### src/rtl/branch_resolve_unit.sv
// Branch resolve unit: resolves branch outcomes two cycles after br_valid, flags mispredicts,
// drives a multi-cycle flush and keeps saturating stats. Optional history: BRU_OUTCOME_HIST_EN.
module branch_resolve_unit #(
    parameter int unsigned DW           = 4,
    parameter int unsigned FLUSH_CYCLES = 3,
    parameter int unsigned CNT_W        = 16,
    parameter int unsigned HIST_LEN     = 8
) (
    input  logic                clk,
    input  logic                rst_n,
    input  logic                br_valid,
    input  logic [1:0]          br_op,
    input  logic [DW-1:0]       br_a,
    input  logic [DW-1:0]       br_b,
    input  logic                pred_taken,
    input  logic                stats_clr,
    output logic                resolve_valid,
    output logic                actual_taken,
    output logic                mispredict,
    output logic                flush,
    output logic [CNT_W-1:0]    br_cnt,
    output logic [CNT_W-1:0]    mispred_cnt,
    output logic [CNT_W-1:0]    squash_cnt,
    output logic [HIST_LEN-1:0] outcome_hist
);

    localparam int unsigned FC_W = $clog2(FLUSH_CYCLES + 1);

    localparam logic [1:0] OP_BEQ = 2'b00;
    localparam logic [1:0] OP_BNE = 2'b01;
    localparam logic [1:0] OP_BLT = 2'b10;
    localparam logic [1:0] OP_BGE = 2'b11;

    typedef enum logic {
        IDLE  = 1'b0,
        FLUSH = 1'b1
    } state_t;

    typedef struct packed {
        logic [1:0]    op;
        logic [DW-1:0] a;
        logic [DW-1:0] b;
    } s1_t;

    state_t          state, state_nxt;
    logic [FC_W-1:0] fcnt, fcnt_nxt;

    logic s1_valid;
    s1_t  s1;

    logic       actual_c;
    logic       resolve_c;
    logic       mispred_c;
    logic [1:0] squash_inc_c;

    // Saturating add: an overflow out of the top bit pins the counter at all-ones
    function automatic logic [CNT_W-1:0] sat_add(input logic [CNT_W-1:0] cnt,
                                                 input logic [1:0]       inc);
        logic [CNT_W:0] sum;
        sum = {1'b0, cnt} + (CNT_W+1)'(inc);
        return sum[CNT_W] ? {CNT_W{1'b1}} : sum[CNT_W-1:0];
    endfunction

    // Stage 1: capture the branch unless a flush is in progress
    always_ff @(posedge clk or negedge rst_n) begin
        if (!rst_n) begin
            s1_valid <= 1'b0;
            s1       <= '0;
        end else begin
            s1_valid <= br_valid && !flush;
            if (br_valid && !flush) begin
                s1.op <= br_op;
                s1.a  <= br_a;
                s1.b  <= br_b;
            end
        end
    end

    // Stage 2 outcome evaluation and squash accounting
    always_comb begin
        actual_c = 1'b0;
        case (s1.op)
            OP_BEQ:  actual_c = (s1.a == s1.b);
            OP_BNE:  actual_c = (s1.a != s1.b);
            OP_BLT:  actual_c = (s1.a <  s1.b);
            OP_BGE:  actual_c = (s1.a >= s1.b);
            default: actual_c = 1'b0;
        endcase
        resolve_c    = s1_valid && !flush;
        mispred_c    = resolve_c && (actual_c != pred_taken);
        squash_inc_c = {1'b0, br_valid && flush} + {1'b0, s1_valid && flush};
    end

    always_ff @(posedge clk or negedge rst_n) begin
        if (!rst_n) begin
            resolve_valid <= 1'b0;
            actual_taken  <= 1'b0;
            mispredict    <= 1'b0;
        end else begin
            resolve_valid <= resolve_c;
            mispredict    <= mispred_c;
            if (resolve_c) begin
                actual_taken <= actual_c;
            end
        end
    end

    // Flush FSM state register; flush is registered off the next state
    always_ff @(posedge clk or negedge rst_n) begin
        if (!rst_n) begin
            state <= IDLE;
            fcnt  <= '0;
            flush <= 1'b0;
        end else begin
            state <= state_nxt;
            fcnt  <= fcnt_nxt;
            flush <= (state_nxt == FLUSH);
        end
    end

    always_comb begin
        state_nxt = state;
        fcnt_nxt  = fcnt;
        case (state)
            IDLE: begin
                if (mispred_c) begin
                    state_nxt = FLUSH;
                    fcnt_nxt  = FC_W'(FLUSH_CYCLES - 1);
                end
            end
            FLUSH: begin
                if (fcnt == '0) begin
                    state_nxt = IDLE;
                end else begin
                    fcnt_nxt = fcnt - FC_W'(1);
                end
            end
            default: begin
                state_nxt = IDLE;
                fcnt_nxt  = '0;
            end
        endcase
    end

    // Statistics; clear wins over any increment in the same cycle
    always_ff @(posedge clk or negedge rst_n) begin
        if (!rst_n) begin
            br_cnt      <= '0;
            mispred_cnt <= '0;
            squash_cnt  <= '0;
        end else if (stats_clr) begin
            br_cnt      <= '0;
            mispred_cnt <= '0;
            squash_cnt  <= '0;
        end else begin
            br_cnt      <= sat_add(br_cnt, {1'b0, resolve_c});
            mispred_cnt <= sat_add(mispred_cnt, {1'b0, mispred_c});
            squash_cnt  <= sat_add(squash_cnt, squash_inc_c);
        end
    end

`ifdef BRU_OUTCOME_HIST_EN
    // Outcome history, newest in bit 0; survives stats_clr
    always_ff @(posedge clk or negedge rst_n) begin
        if (!rst_n) begin
            outcome_hist <= '0;
        end else if (resolve_c) begin
            outcome_hist <= HIST_LEN'({outcome_hist, actual_c});
        end
    end
`else
    assign outcome_hist = '0;
`endif

endmodule

### config.mk
export PLATFORM = sky130hd
export DESIGN_NAME = branch_resolve_unit
export DESIGN_NICKNAME = d
export VERILOG_FILES = /design/src/rtl/branch_resolve_unit.sv
export SDC_FILE = /design/constraint.sdc
export NUM_CORES = 1
export LEC_CHECK = 0
export BUFFER_PORTS_ARGS = -buffer_cell sky130_fd_sc_hd__buf_4
export CORE_MARGIN = 5
export CORE_UTILIZATION = 54
export DETAILED_ROUTE_END_ITERATION = 12
export PLACE_DENSITY = 0.84
export SLEW_MARGIN = 40
export SYNTH_ARGS = -nofsm -noshare
export SYNTH_HDL_FRONTEND = slang
export SYNTH_SLANG_ARGS = --single-unit
### constraint.sdc
create_clock -name clk -period 3.2 [get_ports clk]
set_input_delay 0 -clock clk [delete_from_list [all_inputs] [get_ports clk]]
set_output_delay 0 -clock clk [all_outputs]
set_load 0.1 [all_outputs]
# Word-level counts from Yosys, hierarchy flattened
# Index checks and enable logic that the tools add are counted.
[totals]
mem_bits_ro = 0
elab_cells = 50
latchBits = 0
mem_bits_rw = 0
ff_bits = 65
memories = 0
[classes]
magnitude_cmp = 2
n_eq_ne = 8
addsub = 5
n_bitwise = 1
multipliers = 0
n_mux = 13
div = 0
reduce_logical = 9
shift = 0
[op_table]
columns = ["cell", "n"]
rows = [
  ["two-way mux 16 bit", 6],
  ["adder 16 x 1 -> 17 bit", 2],
  ["adder 16 x 2 -> 17 bit", 1],
  ["logical AND 1 bit", 5],
  ["equality test 2 bit (second input constant)", 2],
  ["equality test 4 bit", 1],
  ["greater-or-equal comparator 4 bit", 1],
  ["logical NOT 2 bit", 2],
  ["< comparator 4 bit", 1],
  ["two-way mux 2 bit", 2],
  ["inequality test 2 bit (second input constant)", 2],
  ["inequality test 4 bit", 1],
  ["one-hot mux 1 bit (4 select lines)", 1],
  ["one-hot mux 2 bit (2 select lines)", 1],
  ["adder 1 x 1 -> 2 bit", 1],
  ["equality test 2 x 1 -> 1 bit (second input constant)", 1],
  ["two-way mux 1 bit", 2],
  ["one-hot mux 1 bit (2 select lines)", 1],
  ["AND reduction 2 bit", 1],
  ["subtractor 2 x 1 -> 2 bit (second input constant)", 1],
  ["logical NOT 1 bit", 1],
  ["inequality test 1 bit", 1],
  ["inverter 1 bit", 1],
]

# Depth between registers and ports, before layout
# Gate-level depths: netlist of run 1.
[depth]
word_depth = 7
ltp_mapped = 15

# Worst setup path after synthesis of run 1
# Ideal clock, no wire load.
[synth_path]
path_kind = "register to register"
startpoint = "register, netlist name state"
endpoint = "register mispred_cnt[14]"
required_time_ns = 3.064
setup_slack_ns = 0.242
path_buffers = 0
t_arrival_ns = 2.822
path_stages_with_launch = 14
setup_ns = 0.136
cell_sequence = "dfrtp_1 nand2b_1 inv_1 nand2_1 a31o_2 and2_1 inv_1 ha_1 nand4_1 nor2_2 and2_1 and3_1 xnor2_1 a21oi_1"
[synth_rtl]
columns = ["item", "line", "source"]
rows = [
  ["end signal, assigned", "157", "mispred_cnt <= sat_add(mispred_cnt, {1'b0, mispred_c});"],
  ["end, declared", "22", "output logic [CNT_W-1:0] mispred_cnt,"],
]

# Worst setup path in the final report of run 1
[layout_path]
startpoint = "register s1[5] (netlist name)"
endpoint = "register mispred_cnt[14]"
[layout_via]
elab_chain_len = 7
[layout_lines]
columns = ["item", "line", "source"]
rows = [
  ["start, declared", "49", "s1_t s1;"],
  ["greater-or-equal comparator 4 bit, or another cell as far along", "86", "OP_BGE: actual_c = (s1.a >= s1.b);"],
  ["one-hot mux 1 bit (4 select lines) *", "82", "case (s1.op)"],
  ["inequality test 1 bit *", "90", "mispred_c = resolve_c && (actual_c != pred_taken);"],
  ["logical AND 1 bit *", "90", ""],
  ["net mispred_c", "53", "logic mispred_c;"],
  ["adder 16 x 1 -> 17 bit *", "60", "sum = {1'b0, cnt} + (CNT_W+1)'(inc);"],
  ["two-way mux 16 bit *", "61", "return sum[CNT_W] ? {CNT_W{1'b1}} : sum[CNT_W-1:0];"],
  ["two-way mux 16 bit *", "151", "end else if (stats_clr) begin"],
]
# The timed path passes the listed nets; every way through them passes the cells marked *.
# A chain may end at the register's enable or synchronous reset.

==> metrics.md, run 1 <==
| Metric | Value |
|---|---|
| Ant. Diodes | 0 |
| Setup bufs post-CTS | 0 |
| Die X | about 88 um |
| Via/cell ratio | approximately 5.4 |
| Total wire length | between 6000 and 7000 um |
| CTS tree | done |
| Worst setup EP type | flip-flop |
| Chip height | roughly 88 um |
| H-tree depth | 3 |
| CP max FO | 4 |
| Max incr delay on CP | approximately 0.39 ns |
| Rel. slew slack | 0.619 |
| Via count | between 2000 and 3000 |
| Hold crit path type | in2reg |
| FFs w/ async S/R, synth | 1.00 |
| Ys Warns | 0 |
| Post-synth EDFFs | 0 |
| Fmax achieved | roughly 0.34 GHz |
| Placed inst area | around 3800 sq um |
| Die ar. | between 7000 and 8000 sq um |
| Clock buffer depth | 2 |
| Post-synthesis sequential area ratio | 0.501 |
| Initial antenna violation count | 0 |
| Unique masters post-synth | 43 |
| Synth top area cells | dfrtp_1 (50%), a21oi_1 (5.1%), xor2_1 (4.9%) |
| Worst Path Arrival | between 3 and 4 ns |
| Core Box Area | 5890 sq um |
| Status | finished, final reports clean |
| Hpwl dp | about 4500 um |
| Share of post-route cells with drive strength above 1 | 0.266 |
| Max Transition Viols Final | 0 |
| Synth Flop Type | dfrtp_1 |
| Max VDD drop | 511 uV |
| Total Power | 2.62 mW |
| Hold slack | about 0.078 ns |
| Mapped Avg Cell Area | approximately 10 sq um |
| Final critical-path share of the clock period | 0.927 |
| Static Leak | 1.91 nW |
| DRC | 0 |
| Vias in the first global route | 2526 |
| Clk_lat worst skew | approximately 0.34 ns |
| PwrDens | 639 nW/um^2 |
| Area Overhead vs Synth | 26.1% |
| WL/cell | around 14 um |
| Pre-CTS setup slack | about 0.22 ns |
| Post-route cell area | 4100 sq um |
| Num CTS Buffers | 9 |
| Number of register bits inferred by synthesis | between 60 and 70 |
| Yosys top cell area share | 0.501 |
| First-pass GRT wire length | around 11000 um |
| Routability congestion estimate from global placement | between 0.7 and 0.8 |
| Data required, critical path | 3.40 ns |
| Final setup TNS | 0 ns |
| Max Cap Viol | 0 |
| GRT Resource Usage Total | 0.188 |
| Routed Antenna Nets | 0 |
| Largest net degree at the start of global routing | 66 |
| Syn Inst Count | 316 |
| Clock Pin Slew Worst Setup and Hold Paths | ~0.07 ns |
| Final WS setup | about 0.23 ns |
| Largest area contributor in the netlist | dfrtp_1 |
| Total gr overflow | 0 |
| CP Buf/Inv Count | 1 |
| Synthesized cell area | roughly 3200 sq um |
| Min Tclk post-route | between 2 and 3 ns |
| RR Startpoint | s1[5] |
| CP Cell Sequence | ha_1 -> nor2b_1 -> o211ai_1 -> a211o_1 -> a31o_2 -> and2_1 -> inv_1 -> ha_2 -> nand4_1 -> nor2_2 -> and2_4 -> and3_1 -> xnor2_1 -> a21oi_1 |
| Delay-heaviest family, CP | simple AND/OR/NAND/NOR gates |
| Initial drt markers | 72 |
| Starting Density | 0.552 |
| FP Rows | 28 |
| Critical path class | reg2reg |
| Clock sink count | 65 |
| Port bufs | 66 |
| Clock root buffer | clkbuf_8 |
| Slowest CP cell | dfrtp_1 |
| Worst Setup SP | s1[5] |
| # setup viols final | 0 |
| Num ports | 75 |
| Pre-antenna DRT Iters | 4 |
| Measured slew at the worst slew-check pin | 0.571 ns |
| Min-Delay Startpoint | pred_taken |
| Unrepaired setup endpoints after global routing | false |
| # nets final | 420 |
| Crit start category | flip-flop |
| Clock Skews | just over 0.008 ns |
| Hold Vio Cnt, Final | 0 |
==> per-stage QoR <==
step                instances   util
finish                    474  0.696
CTS                       474  0.694
floorplan                 323      -
global route              474  0.696
global placement          447  0.638
detailed placement        447  0.638
==> worst register-to-register path: cells and delay by family, from the launching register on <==
| kind | cells | cell delay (ns) |
|---|---|---|
| buffers and inverters | 1 | 0.10 |
| AOI/OAI and AO/OA | 4 | 0.74 |
| DFF | 1 | 0.39 |
| and+or+nand+nor | 6 | 0.98 |
| adders and majority gates | 2 | 0.49 |
| xor gates and xnor gates | 1 | 0.13 |
==> synth_stat cells, types with 5 or more instances <==
library cell and count:
a21oi_1 33, a21oi_2 9, and3_1 8, buf_4 8
clkbuf_1 8, dfrtp_1 65, ha_1 10, inv_1 17
mux2_2 5, nand2_1 27, nand3_1 19, nand4_1 8
nor2_1 13, nor3_1 5, o21ai_0 10, xnor2_1 17
xor2_1 18
==> cells by family after synthesis <==
logic type,count (synthesis),share of synthesized area
simple gates,99,0.161
fa+ha+maj,11,0.0447
mux,6,0.0204
xor+xnor,35,0.0943
other cells,1,0.00115
flops,65,0.501
buf+inv,36,0.0585
compound gates,63,0.119
==> final timing paths <==
kind	end	slack, ns	cells past startpoint
max	mispred_cnt[14]	0.23	14
min	fcnt[0]	0.08	5
max reg2reg	mispred_cnt[14]	0.23	14
min reg2reg	actual_taken	0.48	2
max in group asynchronous	s1[4]	2.59	2
min in group asynchronous	squash_cnt[10]	0.21	2
==> per-layer routing <==
metal	up-vias	global-route usage	share of wire
met1	1244	0.232	0.43
met5	-	0	0
met4	0	0.0948	0.018
li1	1223	-	-
met2	74	0.314	0.49
met3	14	0.0376	0.068
==> where the power goes <==
group	total (mW)	leakage [nW]	internal (mW)	switching, mW
Sequential	1.00	0.876	0.933	0.0704
Combinational	0.837	0.925	0.232	0.605
Clock	0.778	0.111	0.483	0.296
==> cell type report <==
cell class | count | area, sq um
Tap cell | 75 | 93.8
Fill cell | 456 | 1790
Clock inverter | 2 | 60.1
Sequential cell | 65 | 1630
Clock buffer | 14 | 163
Timing Repair Buffer | 79 | 624
Multi-Input combinational cell | 222 | 1470
Inverter | 17 | 63.8
==> state kept, by name, summed over array words and instances (netlist names), 2 cells and up <==
name	cells
s1	10
br_cnt	16
fcnt	2
mispred_cnt	16
squash_cnt	16
==> timing repair <==
item,4_1_cts,5_1_grt
hold endpoints to repair,75,0
hold buffers,11,0
resized for setup,0,4
setup endpoints to repair,0,13
==> placed cells by master, fill, tap and decap left out, types with 8 or more instances in the layout <==
cell type	instances
inv_1	17
nand4_1	8
conb_1	8
a21oi_1	33
nand3_1	19
o21ai_0	10
clkbuf_8	11
dlygate4sd3_1	11
nor2_1	13
xnor2_1	17
xor2_1	18
and3_1	8
a21oi_2	9
buf_4	67
nand2_1	27
dfrtp_1	65
ha_1	9
Power figures use the tool's default switching activity.
==> run 2, diff against run 1 <==
--- a/config.mk
+++ b/config.mk
@@ -7,9 +7,9 @@
 export LEC_CHECK = 0
 export BUFFER_PORTS_ARGS = -buffer_cell sky130_fd_sc_hd__buf_4
 export CORE_MARGIN = 5
-export CORE_UTILIZATION = 54
+export CORE_UTILIZATION = 49
 export DETAILED_ROUTE_END_ITERATION = 12
-export PLACE_DENSITY = 0.84
+export PLACE_DENSITY = 0.81
 export SLEW_MARGIN = 40
 export SYNTH_ARGS = -nofsm -noshare
 export SYNTH_HDL_FRONTEND = slang
==> constraint.sdc (replaced) <==
create_clock -name clk -period 2.55 [get_ports clk]
set_input_delay 0 -clock clk [delete_from_list [all_inputs] [get_ports clk]]
set_output_delay 0 -clock clk [all_outputs]
set_load 0.1 [all_outputs]
==> metrics.md, run 2 (same netlist as run 1, synthesis figures left out) <==
| Metric | Value |
|---|---|
| Num ports | 75 |
| Unrepaired setup endpoints after global routing | true |
| R2R setup slack | -0.28 ns |
| Slowest CP cell | dfrtp_1 |
| Initial antenna violation count | 0 |
| WL/cell | between 10 and 15 um |
| Delay-heaviest family, CP | simple AND/OR/NAND/NOR gates |
| Pre-antenna DRT Iters | 4 |
| Clk_lat worst skew | ~0.33 ns |
| CP Cell Sequence | ha_4 -> nor2b_4 -> o211ai_1 -> a211o_1 -> a31o_2 -> and2_4 -> inv_4 -> ha_4 -> nand4_1 -> nor2_2 -> and2_4 -> and3_4 -> xnor2_2 -> a21oi_2 |
| Die X | about 90 um |
| Crit start category | flip-flop |
| Initial drt markers | 97 |
| Final setup TNS | -3.23 ns |
| Fillcell total | approximately 500 |
| Fmax achieved | between 0.3 and 0.4 GHz |
| Routability congestion estimate from global placement | ~0.80 |
| Clock sink count | between 60 and 70 |
| Pre-CTS setup slack | -0.237 ns |
| Most frequent cells in the layout | buf_4 (78), dfrtp_1 (62), a21oi_1 (31), nand2_1 (27), nand3_1 (19) |
| H-tree depth | 3 |
| Port bufs | 66 |
| Measured slew at the worst slew-check pin | just under 0.6 ns |
| Hold crit path type | in2reg |
| Post-route cell area | ~4300 sq um |
| # nets final | about 440 |
| Worst setup EP type | flip-flop |
| Clock Pin Slew Worst Setup and Hold Paths | roughly 0.08 ns |
| Most common cell after layout, fill and taps aside | buf_4 |
| Post-layout util | 0.670 |
| Clock Skews | 0.00893 ns |
| Total gr overflow | 0 |
| Final critical-path share of the clock period | 1.11 |
| Placed inst area | just under 4000 sq um |
| Critical Path Stages | 14 |
| CP Capture Point | mispred_cnt[14] |
| FP Rows | 29 |
| Die ar. | 8360 sq um |
| Num CTS Buffers | 9 |
| GRT Resource Usage Total | 0.169 |
| Core Box Area | 6390 sq um |
| Min Tclk post-route | around 2.8 ns |
| PwrDens | roughly 770 nW/um^2 |
| Sequential Area | 1630 sq um |
| Hold Vio Cnt, Final | 0 |
| # setup viols final | 16 |
| Final WS setup | -0.283 ns |
| Routed Antenna Nets | 0 |
| Clock root buffer | clkbuf_8 |
| Max VDD drop | 652 uV |
| Max incr delay on CP | about 0.42 ns |
| CP max FO | 4 |
| Rel. slew slack | 0.604 |
| Clock buffer depth | 2 |
| Chip height | approximately 91 um |
| Largest net degree at the start of global routing | 66 |
| FF-to-FF End | mispred_cnt[14] |
| Via/cell ratio | 5.30 |
| Via count | between 2000 and 3000 |
| Reg2Reg Depth | 14 |
| DRC | 0 |
| Vias in the first global route | around 2600 |
| Failing checks | negative setup slack |
| Max Transition Viols Final | 0 |
| Hpwl dp | ~4700 um |
| Area Overhead vs Synth | 31.7% |
| Status | finished, violations left |
| Regs by FF count | br_cnt: 16 flops, mispred_cnt: 16 flops, squash_cnt: 16 flops |
| Share of post-route cells with drive strength above 1 | 0.333 |
| CP Buf/Inv Count | 1 |
| Total wire length | approximately 7100 um |
| Max Cap Viol | 0 |
| Starting Density | 0.509 |
| CTS tree | done |
| Data required, critical path | 2.73 ns |
| RR Startpoint | s1[5] |
| Hold slack | 0.0951 ns |
| Critical path class | reg2reg |
| Worst Path Arrival | roughly 3.0 ns |
| Worst Setup SP | s1[5] |
| Ant. Diodes | 0 |
| Multi-input logic area | roughly 1500 sq um |
| Static Leak | between 1.5 and 2 nW |
| First-pass GRT wire length | roughly 12000 um |
[run 2: timing repair]
action	4_1_cts	5_1_grt
pin swaps	7	3
gates resized for setup	5	10
gates cloned	0	0
hold buffers	11	0
buffers inserted	3	3
setup endpoints to repair	16	16
endpoints found under the hold margin	75	0
[run 2: tightest hold or removal path: cells and delay by family]
kind,cells,cell delay (ns)
AO/OA/AOI/OAI,1,0.06
adder cells (fa/ha/maj),1,0.15
buffers and inverters,1,0.11
AND/OR/NAND/NOR,1,0.07
[run 2: area by class of cell]
cell class                      count  area share
Clock buffer                       13      0.0418
Clock inverter                      3     0.00526
Inverter                           17      0.0155
Multi-Input combinational cell    222       0.358
Sequential cell                    65       0.381
Tap cell                           77      0.0225
Timing Repair Buffer               94       0.176
[run 2: through the flow]
stage          power (mW)  cells
6_report             3.30    491
5_1_grt              3.48    491
4_1_cts              3.27    489
3_5_place_dp         2.39    459
3_3_place_gp         2.33    459
2_1_floorplan        2.12    323
[run 2: where the power goes]
part | internal, mW | switching, mW
logic | 0.366 | 0.810
registers | 1.18 | 0.0980
clock network | 0.459 | 0.392
total | 2.00 | 1.30
[run 2: how the worst min path moves through the flow]
| stage | from | to | cells after the start | slack [ns] |
|---|---|---|---|---|
| 2_1_floorplan | rst_n | actual_taken | 0 | -0.30 |
| 3_3_place_gp | rst_n | br_cnt[5] | 1 | 0.15 |
| 3_5_place_dp | rst_n | br_cnt[8] | 1 | 0.15 |
| 4_1_cts | br_valid | squash_cnt[0] | 4 | 0.09 |
| 5_1_grt | br_valid | squash_cnt[0] | 4 | 0.12 |
| 6_report | br_valid | squash_cnt[0] | 4 | 0.1 |
[run 2: metal layers]
metal	share of wire	up-vias	wire length, um	global-route usage
met5	0	-	0	0
met4	0.010	0	73	0.0623
met3	0.051	10	363	0.0372
met2	0.51	71	3600	0.291
met1	0.43	1268	3080	0.208
li1	-	1252	-	-
==> run 3, diff against run 2 <==
--- a/config.mk
+++ b/config.mk
@@ -9,7 +9,8 @@
 export CORE_MARGIN = 5
 export CORE_UTILIZATION = 49
 export DETAILED_ROUTE_END_ITERATION = 12
-export PLACE_DENSITY = 0.81
+export GPL_TIMING_DRIVEN = 1
+export PLACE_DENSITY = 0.77
 export SLEW_MARGIN = 40
 export SYNTH_ARGS = -nofsm -noshare
 export SYNTH_HDL_FRONTEND = slang
==> metrics.md, run 3 (same netlist as run 1, synthesis figures left out) <==
| Metric | Value |
|---|---|
| Status | finished, violations left |
| Failing checks | negative setup slack |
| Largest net degree at the start of global routing | 66 |
| Total wire length | 7210 um |
| CTS tree | done |
| Total gr overflow | 0 |
| Placed inst area | a little under 4000 sq um |
| # nets final | 434 |
| Cells after DPL | about 460 |
| Clock Skews | around 0.007 ns |
| WL/cell | around 15 um |
| Area Overhead vs Synth | 30.9% |
| Via count | between 2000 and 3000 |
| Ant. Diodes | 0 |
| Core Box Area | ~6400 sq um |
| Reg2Reg Depth | 14 |
| Final WS setup | -0.172 ns |
| RR Startpoint | s1[5] |
| Delay-heaviest family, CP | simple AND/OR/NAND/NOR gates |
| Rel. slew slack | 0.615 |
| R2R setup slack | -0.17 ns |
| Via/cell ratio | approximately 5.3 |
| Cell Count, Final, Fillers Out | 489 |
| First-pass GRT wire length | between 10000 and 15000 um |
| Clock sink count | 65 |
| Worst setup EP type | flip-flop |
| FF-to-FF End | mispred_cnt[14] |
| Crit start category | flip-flop |
| Chip height | 91.4 um |
| Port bufs | 66 |
| Clk_lat worst skew | about 0.33 ns |
| Regs by FF count | br_cnt: 16 flops, mispred_cnt: 16 flops, squash_cnt: 16 flops |
| Data required, critical path | 2.73 ns |
| DRC | 0 |
| GRT Resource Usage Total | 0.174 |
| WHS Endpoint | squash_cnt[0] |
| Num ports | 75 |
| Die ar. | 8360 sq um |
| Min-Delay Startpoint | br_valid |
| Slowest CP cell | dfrtp_1 |
| Pre-antenna DRT Iters | 4 |
| Unrepaired setup endpoints after global routing | true |
| Clock buffer depth | 2 |
| Worst hold path stage count | 4 |
| Final critical-path share of the clock period | 1.07 |
| Max VDD drop | roughly 840 uV |
| Worst Path Arrival | roughly 2.9 ns |
| PwrDens | approximately 750 nW/um^2 |
| Static Leak | slightly below 2 nW |
| Vias in the first global route | roughly 2700 |
| Clock root buffer | clkbuf_8 |
| Hold Vio Cnt, Final | 0 |
| Initial drt markers | 75 |
| Clock Pin Slew Worst Setup and Hold Paths | roughly 0.070 ns |
| Routed Antenna Nets | 0 |
| Max incr delay on CP | approximately 0.42 ns |
| Max Cap Viol | 0 |
| Post-layout util | 0.666 |
| Fmax achieved | ~0.37 GHz |
| Measured slew at the worst slew-check pin | between 0.5 and 0.6 ns |
| Most frequent cells in the layout | buf_4 (79), dfrtp_1 (62), a21oi_1 (32), nand2_1 (26), xor2_1 (18) |
| Post-route cell area | 4250 sq um |
| CP max FO | 3 |
| Initial antenna violation count | 0 |
| Fillcell total | 515 |
| Hold crit path type | in2reg |
| CP Buf/Inv Count | 1 |
| FP Rows | 29 |
| Hold slack | between 0.1 and 0.15 ns |
| CP Cell Sequence | ha_4 -> nor2b_4 -> o211ai_1 -> a211o_1 -> a31o_2 -> and2_4 -> inv_4 -> ha_4 -> nand4_1 -> nor2_2 -> and2_4 -> and3_4 -> xnor2_1 -> a21oi_1 |
| Die X | just over 90 um |
| Most common cell after layout, fill and taps aside | buf_4 |
| Pre-CTS setup slack | -0.183 ns |
| Hpwl dp | about 4800 um |
| # setup viols final | 16 |
| Starting Density | 0.509 |
| Min Tclk post-route | between 2 and 3 ns |
| Max Transition Viols Final | 0 |
| Critical path class | reg2reg |
| Share of post-route cells with drive strength above 1 | 0.337 |
| H-tree depth | 3 |
| Num CTS Buffers | 9 |
| Routability congestion estimate from global placement | around 0.76 |
==> run 3: how the worst max path moves through the flow <==
stage,from,endpoint,slack [ns],depth (start not counted)
floorplan,s1[5],mispred_cnt[14],-0.24,14
global placement,s1[5],mispred_cnt[14],-0.10,14
detailed placement,s1[5],mispred_cnt[14],-0.18,14
CTS,s1[5],mispred_cnt[14],-0.13,14
global route,s1[5],mispred_cnt[14],-0.33,14
finish,s1[5],mispred_cnt[14],-0.17,14
==> run 3: area by class of cell <==
cell class,count,area (sq um),area share
Sequential cell,65,1630,0.384
Multi-Input combinational cell,222,1560,0.367
Timing Repair Buffer,93,737,0.173
Clock buffer,11,141,0.0332
Tap cell,77,96.3,0.0226
Inverter,17,66.3,0.0156
Clock inverter,4,20.0,0.00471
==> run 3: worst min-delay path: stages <==
cell     delay [ns]
buf_4          0.11
nand2_1        0.07
fa_1           0.16
a21oi_1        0.06
==> run 3: per-layer routing <==
layer | GRT usage | vias up | routed length [um]
li1 | - | 1253 | -
met1 | 0.207 | 1291 | 2980
met2 | 0.305 | 60 | 3810
met3 | 0.0388 | 6 | 361
met4 | 0.0685 | 0 | 60
met5 | 0 | - | 0
==> run 3: report_power, final <==
| group | leakage (nW) | internal [mW] | switching (mW) |
|---|---|---|---|
| combinational | 1.01 | 0.367 | 0.807 |
| clock | 0.0887 | 0.367 | 0.370 |
| sequential | 0.872 | 1.18 | 0.100 |
| total | 1.97 | 1.91 | 1.28 |
==> run 3: timing repair <==
item,in CTS,in global routing
pin swaps,3,6
gates resized for setup,2,16
endpoints found under the hold margin,75,0
setup buffers,1,5
hold buffers,11,0
setup endpoints to repair,16,29
==> run 3: metrics by stage <==
step / setup TNS [ns] / power (mW)
floorplan: -2.00 / 2.12
detailed placement: -1.68 / 2.37
global route: -4.07 / 3.38
global placement: -0.412 / 2.34
finish: -1.27 / 3.19
CTS: -1.06 / 3.13
